### config.mk
export PLATFORM = sky130hd
export DESIGN_NAME = snake_move_sched
export DESIGN_NICKNAME = d
export VERILOG_FILES = /design/src/rtl/snake_pkg.sv /design/src/rtl/dir_queue.sv /design/src/rtl/snake_move_sched.sv
export SDC_FILE = /design/constraint.sdc
export NUM_CORES = 1
export LEC_CHECK = 0
export BUFFER_PORTS_ARGS = -buffer_cell sky130_fd_sc_hd__clkbuf_2
export CAP_MARGIN = 10
export CORE_ASPECT_RATIO = 0.8
export CORE_UTILIZATION = 66
export DETAILED_ROUTE_END_ITERATION = 8
export PLACE_DENSITY = 0.88
export SETUP_SLACK_MARGIN = 0.05
export SYNTH_ARGS = -nofsm -noshare
export SYNTH_HDL_FRONTEND = slang
export SYNTH_HIERARCHICAL = 1
export SYNTH_SLANG_ARGS = --single-unit
### constraint.sdc
create_clock -name clk -period 13.15 [get_ports clk]
set_input_delay 0.6575 -clock clk [delete_from_list [all_inputs] [get_ports clk]]
set_output_delay 0.6575 -clock clk [all_outputs]
set_load 0.005 [all_outputs]
### src/rtl/snake_pkg.sv
// Shared definitions for the snake game datapath.
// Holds the game_status codes, direction codes, the opposite-direction helper
// and the default step-period constants. Used by the movement scheduler, the
// game control unit and the snake body logic.
package snake_pkg;

  typedef enum logic [1:0] {
    GsRestart = 2'b00,
    GsStart   = 2'b01,
    GsPlay    = 2'b10,
    GsDie     = 2'b11
  } game_status_e;

  localparam logic [1:0] DIR_UP    = 2'b00;
  localparam logic [1:0] DIR_DOWN  = 2'b01;
  localparam logic [1:0] DIR_LEFT  = 2'b10;
  localparam logic [1:0] DIR_RIGHT = 2'b11;

  localparam int unsigned DEFAULT_TICK_DIV   = 32'd12_500_000;
  localparam int unsigned DEFAULT_SPEED_STEP = 32'd1_000_000;
  localparam int unsigned DEFAULT_MIN_DIV    = 32'd2_500_000;

  // UP/DOWN and LEFT/RIGHT differ only in the LSB.
  function automatic logic [1:0] dir_opposite(input logic [1:0] d);
    return {d[1], ~d[0]};
  endfunction

endpackage

### src/rtl/dir_queue.sv
// Two-entry direction request queue.
// Picks one key per cycle (key1 > key2 > key3 > key4), drops requests that
// repeat or reverse the reference heading (queue tail, or cur_dir when empty),
// and accepts a push into a full queue when a pop happens on the same edge.
// Ports:
//   clk, rst          clock, asynchronous active-high reset
//   flush             empty the queue (RESTART / DIE)
//   push_en           key requests may be enqueued this cycle
//   key1..key4        one-cycle key pulses (UP, DOWN, LEFT, RIGHT)
//   pop               remove the head this cycle (ignored when empty)
//   cur_dir           current heading, used as reference when empty
//   head              oldest queued direction
//   not_empty, full   occupancy flags
module dir_queue
  import snake_pkg::*;
(
  input  logic       clk,
  input  logic       rst,
  input  logic       flush,
  input  logic       push_en,
  input  logic       key1,
  input  logic       key2,
  input  logic       key3,
  input  logic       key4,
  input  logic       pop,
  input  logic [1:0] cur_dir,
  output logic [1:0] head,
  output logic       not_empty,
  output logic       full
);

  logic [1:0] entry0_q, entry1_q;
  logic [1:0] count_q;
  logic       key_valid;
  logic [1:0] key_dir;
  logic [1:0] ref_dir;
  logic       pop_ok;
  logic       accept;

  always_comb begin
    key_valid = 1'b1;
    key_dir   = DIR_UP;
    if (key1)      key_dir = DIR_UP;
    else if (key2) key_dir = DIR_DOWN;
    else if (key3) key_dir = DIR_LEFT;
    else if (key4) key_dir = DIR_RIGHT;
    else           key_valid = 1'b0;
  end

  always_comb begin
    ref_dir = cur_dir;
    if (count_q == 2'd1)      ref_dir = entry0_q;
    else if (count_q == 2'd2) ref_dir = entry1_q;
  end

  assign not_empty = (count_q != 2'd0);
  assign full      = (count_q == 2'd2);
  assign head      = entry0_q;
  assign pop_ok    = pop & not_empty;
  assign accept    = push_en & key_valid & (key_dir != ref_dir) &
                     (key_dir != dir_opposite(ref_dir)) & (~full | pop_ok);

  always_ff @(posedge clk or posedge rst) begin
    if (rst) begin
      entry0_q <= DIR_UP;
      entry1_q <= DIR_UP;
      count_q  <= 2'd0;
    end else if (flush) begin
      count_q <= 2'd0;
    end else begin
      case ({pop_ok, accept})
        2'b10: begin
          entry0_q <= entry1_q;
          count_q  <= count_q - 2'd1;
        end
        2'b01: begin
          if (count_q == 2'd0) entry0_q <= key_dir;
          else                 entry1_q <= key_dir;
          count_q <= count_q + 2'd1;
        end
        2'b11: begin
          // Occupancy unchanged: shift and append behind the survivor.
          if (count_q == 2'd1) begin
            entry0_q <= key_dir;
          end else begin
            entry0_q <= entry1_q;
            entry1_q <= key_dir;
          end
        end
        default: ;
      endcase
    end
  end

endmodule

### src/rtl/snake_move_sched.sv
// Snake movement scheduler.
// Generates the one-cycle move_tick step strobe, owns the current heading and
// shortens the step period on every eat pulse, all gated by game_status.
// Optional feature macro: PAUSE_SCHED_EN adds pause_press input and paused
// output; while paused in PLAY the counter freezes, keys are ignored and eat
// still shortens the period.
// Ports:
//   clk, rst             clock, asynchronous active-high reset
//   game_status          00 RESTART, 01 START, 10 PLAY, 11 DIE
//   key1..key4           one-cycle requests UP, DOWN, LEFT, RIGHT
//   eat                  one-cycle pulse, head reached food
//   move_tick            one-cycle step strobe
//   dir                  current heading (valid for the step while move_tick=1)
//   step_div             current step period in clk cycles
//   queue_full           direction queue holds two entries
module snake_move_sched
  import snake_pkg::*;
#(
  parameter int unsigned TICK_DIV   = DEFAULT_TICK_DIV,
  parameter int unsigned SPEED_STEP = DEFAULT_SPEED_STEP,
  parameter int unsigned MIN_DIV    = DEFAULT_MIN_DIV
) (
  input  logic        clk,
  input  logic        rst,
  input  logic [1:0]  game_status,
  input  logic        key1,
  input  logic        key2,
  input  logic        key3,
  input  logic        key4,
  input  logic        eat,
`ifdef PAUSE_SCHED_EN
  input  logic        pause_press,
  output logic        paused,
`endif
  output logic        move_tick,
  output logic [1:0]  dir,
  output logic [31:0] step_div,
  output logic        queue_full
);

  game_status_e gs;
  logic [31:0]  cnt_q;
  logic         move_tick_q;
  logic [1:0]   dir_q;
  logic [31:0]  step_div_q;
  logic [31:0]  step_div_eat;
  logic         sched_paused;
  logic         in_play;
  logic         running;
  logic         period_end;
  logic         q_pop;
  logic         q_flush;
  logic         q_push_en;
  logic [1:0]   q_head;
  logic         q_not_empty;

  assign gs      = game_status_e'(game_status);
  assign in_play = (gs == GsPlay);
  assign running = in_play & ~sched_paused;

  // ">=" rather than "==" so a period shortened below cnt+1 ticks at once
  // instead of running the counter through 2^32. step_div is never below 2.
  assign period_end = (cnt_q >= step_div_q - 32'd1);
  assign q_pop      = running & period_end;
  assign q_flush    = (gs == GsRestart) | (gs == GsDie);
  assign q_push_en  = (gs == GsStart) | running;

  // Saturating subtract, compared in 33 bits so MIN_DIV+SPEED_STEP cannot wrap.
  assign step_div_eat = ({1'b0, step_div_q} >= 33'(MIN_DIV) + 33'(SPEED_STEP)) ?
                        step_div_q - 32'(SPEED_STEP) : 32'(MIN_DIV);

`ifdef PAUSE_SCHED_EN
  logic paused_q;

  always_ff @(posedge clk or posedge rst) begin
    if (rst)              paused_q <= 1'b0;
    else if (!in_play)    paused_q <= 1'b0;
    else if (pause_press) paused_q <= ~paused_q;
  end

  assign sched_paused = paused_q;
  assign paused       = paused_q;
`else
  assign sched_paused = 1'b0;
`endif

  dir_queue u_dir_queue (
    .clk       (clk),
    .rst       (rst),
    .flush     (q_flush),
    .push_en   (q_push_en),
    .key1      (key1),
    .key2      (key2),
    .key3      (key3),
    .key4      (key4),
    .pop       (q_pop),
    .cur_dir   (dir_q),
    .head      (q_head),
    .not_empty (q_not_empty),
    .full      (queue_full)
  );

  always_ff @(posedge clk or posedge rst) begin
    if (rst) begin
      cnt_q       <= 32'd0;
      move_tick_q <= 1'b0;
      dir_q       <= DIR_RIGHT;
      step_div_q  <= 32'(TICK_DIV);
    end else begin
      move_tick_q <= 1'b0;
      case (gs)
        GsRestart: begin
          cnt_q      <= 32'd0;
          dir_q      <= DIR_RIGHT;
          step_div_q <= 32'(TICK_DIV);
        end
        GsStart: begin
          cnt_q <= 32'd0;
        end
        GsPlay: begin
          if (eat) step_div_q <= step_div_eat;
          if (!sched_paused) begin
            if (period_end) begin
              cnt_q       <= 32'd0;
              move_tick_q <= 1'b1;
              if (q_not_empty) dir_q <= q_head;
            end else begin
              cnt_q <= cnt_q + 32'd1;
            end
          end
        end
        default: ;  // DIE: everything held, queue flushed
      endcase
    end
  end

  assign move_tick = move_tick_q;
  assign dir       = dir_q;
  assign step_div  = step_div_q;

endmodule

==> run metrics <==
Die X=101 um; IO buf count=39; Ports=45; TritonCTS Buffers=9; Post-CTS Setup Inserts=0; largest net degree at the start of global routing=63; switching power=267 uW; placed cell areas=5330 um^2; layout cells sized above 1=0.164; cells on worst reg2reg path=19; initial antenna violation count=0; die height=81.1 um; share of power burned in registers=0.418; top cell type's share of synthesized area=0.262; max frequency=182 MHz; DR iter-0 viols=338; Seq cells post-synth=68; first-pass GRT wire length=20000 um; RSZ-0062 raised after global routing=false; H-tree depth=3; hold_ws=0.201 ns; via count=4422; Clk pwr share=0.287; clock-pin slew on the worst setup and hold paths=0.08 ns; Sw Share=0.365; Pint=465 uW; Final Skew=0.00595 ns; number of synthesized flops with an enable pin=0; Crit Path Class=register to register; Comb pwr share=0.295; clock buffer depth=2; final slew viol count=0; Crit path arrival time=5.75 ns; period utilization=0.417; core area=7500 um^2; Worst-Margin Slew=1.23 ns; Post-Synth Simple-Gate Area=0.254; main combinational cell family by area after synthesis=simple AND/OR/NAND/NOR gates; result of the run=completed; MaxCap Viol Count=0; Fin. Hold Viols=0; gr usage total=0.316; Area growth syn-to-layout=7.92%; CTS resizes=0; TNS Setup=0 ns; # setup viols final=0; post-route ant nets=0; Synth Area in Compound Gates=0.118; yosys warns=6; RR Endpoint=u_dir_queue/head[1]; Worst Hold Class=input port to asynchronous set/reset pin; peak supply drop=0.0878 mV; Overflow after GRT=0; post-synthesis xor/xnor area fraction=0.115; Clk Latency, worst-skew pair=0.37 ns; CP startpoint kind=register; post-synthesis async set-or-reset flop share=1.00; register-to-register setup slack=7.66 ns; post-route cell area=5570 um^2; Worst EP required=13.41 ns; power per standard cell area=131 nW/um^2; mapped cell area=5160 um^2; max_slew headroom=0.181; Leakage Power=2.46 nW; vias in the first global route=4270; largest area contributor in the netlist=dfrtp_1; mux contribution to synthesized area=0.0286; Hold Buf Count CTS=0; ys flop type=dfrtp_1; Clock Sinks=68; n_diodes=0; Unique masters post-synth=72; DR pass1 iterations=7; synth top area cells=dfrtp_1 (26%), ha_1 (9.7%), dfstp_2 (7.1%), nor2_1 (6.0%), xnor2_1 (5.9%); worst-path maximum fanout=7; syn avg cell area=8.90 um^2; final core occ=0.743; CP endpoint kind=register; nets@finish=655; die area=8180 um^2; TritonCTS clock tree=built; DRC violations left=0; sequential cell area fraction in the yosys report=0.333; Post-Syn Instances=580; Starting Density=0.689; Placer Congestion=0.939; DP Cell Count=700; Post-Synth Adder-Cell Area=0.0969; Rows=28; WL final=12200 um; Final Non-Filler Cells=716; Routed WL per cell=17.0 um; RR Startpoint=step_div[6]; Final Critical Period=5.49 ns; vias per inst=6.18; Root Buffer Master=clkbuf_8; HPWL after DPL=8880 um
[power by group through the flow]
| stage | clock network, mW | registers [mW] | logic [mW] |
|---|---|---|---|
| after global routing | 0.222 | 0.311 | 0.239 |
| after CTS | 0.213 | 0.304 | 0.213 |
| after global placement | 0 | 0.306 | 0.201 |
| final | 0.210 | 0.306 | 0.216 |
| after floorplan | 0 | 0.265 | 0.192 |
| after detailed placement | 0 | 0.307 | 0.210 |
[area by class of cell]
class / count / area (um^2)
clock buffer: 9 / 124
inverter: 25 / 93.8
tap: 105 / 131
fill: 588 / 1920
sequential: 68 / 1720
timing repair buffer: 41 / 210
clock inverter: 7 / 115
multi-input combinational: 461 / 3180
[cells in the mapped netlist, drive strengths merged, types with 6 or more instances]
| master | instances |
|---|---|
| ha | 40 |
| nand3 | 24 |
| nor4 | 11 |
| a21o | 6 |
| dfstp | 14 |
| a21oi | 22 |
| inv | 25 |
| buf | 14 |
| clkbuf | 15 |
| nor3 | 21 |
| nand2b | 6 |
| nand4 | 22 |
| mux2i | 8 |
| nor2b | 6 |
| nor2 | 84 |
| xnor2 | 35 |
| nand2 | 43 |
| o21ai | 24 |
| xor2 | 33 |
| or3 | 9 |
| dfrtp | 54 |
[cell families after synthesis]
family | count (synthesis)
flops | 68
simple gates | 247
xor+xnor | 68
other cells | 1
fa+ha+maj | 40
buf+inv | 55
mux | 13
compound gates | 88
[cells in the final DEF, fill, tap and decap left out, types with 5 or more instances in the layout]
cell type	count
a21o_1	6
a21oi_1	20
clkbuf_2	39
clkbuf_8	9
conb_1	5
dfrtp_1	54
dfstp_2	14
ha_1	40
inv_1	24
mux2i_1	7
nand2_1	43
nand2b_1	6
nand3_1	22
nand4_1	20
nor2_1	83
nor2b_1	6
nor3_1	21
nor4_1	5
nor4_4	5
o21ai_0	22
or3_1	9
xnor2_1	35
xor2_1	33
[critical path: stages, from the launching register on]
cell	delay, ns
dfrtp_1	0.46
inv_1	0.16
ha_1	0.23
a21boi_0	0.50
nand4_1	0.27
nor2_1	0.35
nand2_1	0.17
nor2_1	0.14
xnor2_1	0.08
ha_1	0.32
nand4_1	0.15
nor3_1	0.32
nand4_1	0.18
a31o_2	0.29
a31oi_1	0.35
nand2b_1	0.21
a211oi_1	0.39
mux2i_2	0.18
a221o_1	0.37
mux2_2	0.26
[flip-flops by register name (all words and copies together) (netlist names)]
signal	flops
dir	2
move_tick	1
u_dir_queue/entry1_q	2
u_dir_queue/head	2
cnt_q	32
u_dir_queue/count_q	2
step_div	27
[how the worst max path moves through the flow]
stage                     endpoint        start  slack (ns)  depth (start not counted)
6_report       u_dir_queue/head[1]  step_div[6]        7.66                         19
5_1_grt        u_dir_queue/head[1]  step_div[6]        7.22                         19
4_1_cts        u_dir_queue/head[1]  step_div[6]        7.83                         19
3_5_place_dp   u_dir_queue/head[1]  step_div[6]        7.87                         19
3_3_place_gp   u_dir_queue/head[1]  step_div[6]        8.21                         19
2_1_floorplan  u_dir_queue/head[1]  step_div[6]        8.65                         19
[stage by stage]
step	worst slack, ns	total power [mW]
after floorplan	8.65	0.458
after global placement	8.21	0.507
after detailed placement	7.87	0.517
after CTS	7.83	0.730
after global routing	7.22	0.772
final	7.66	0.732
[layer usage]
metal,vias to the layer above,GRT usage,part of all wire
li1,2077,-,-
met1,2093,0.386,0.41
met2,202,0.551,0.49
met3,50,0.0663,0.067
met4,0,0.122,0.028
met5,-,0,0
Power figures use the tool's default switching activity.
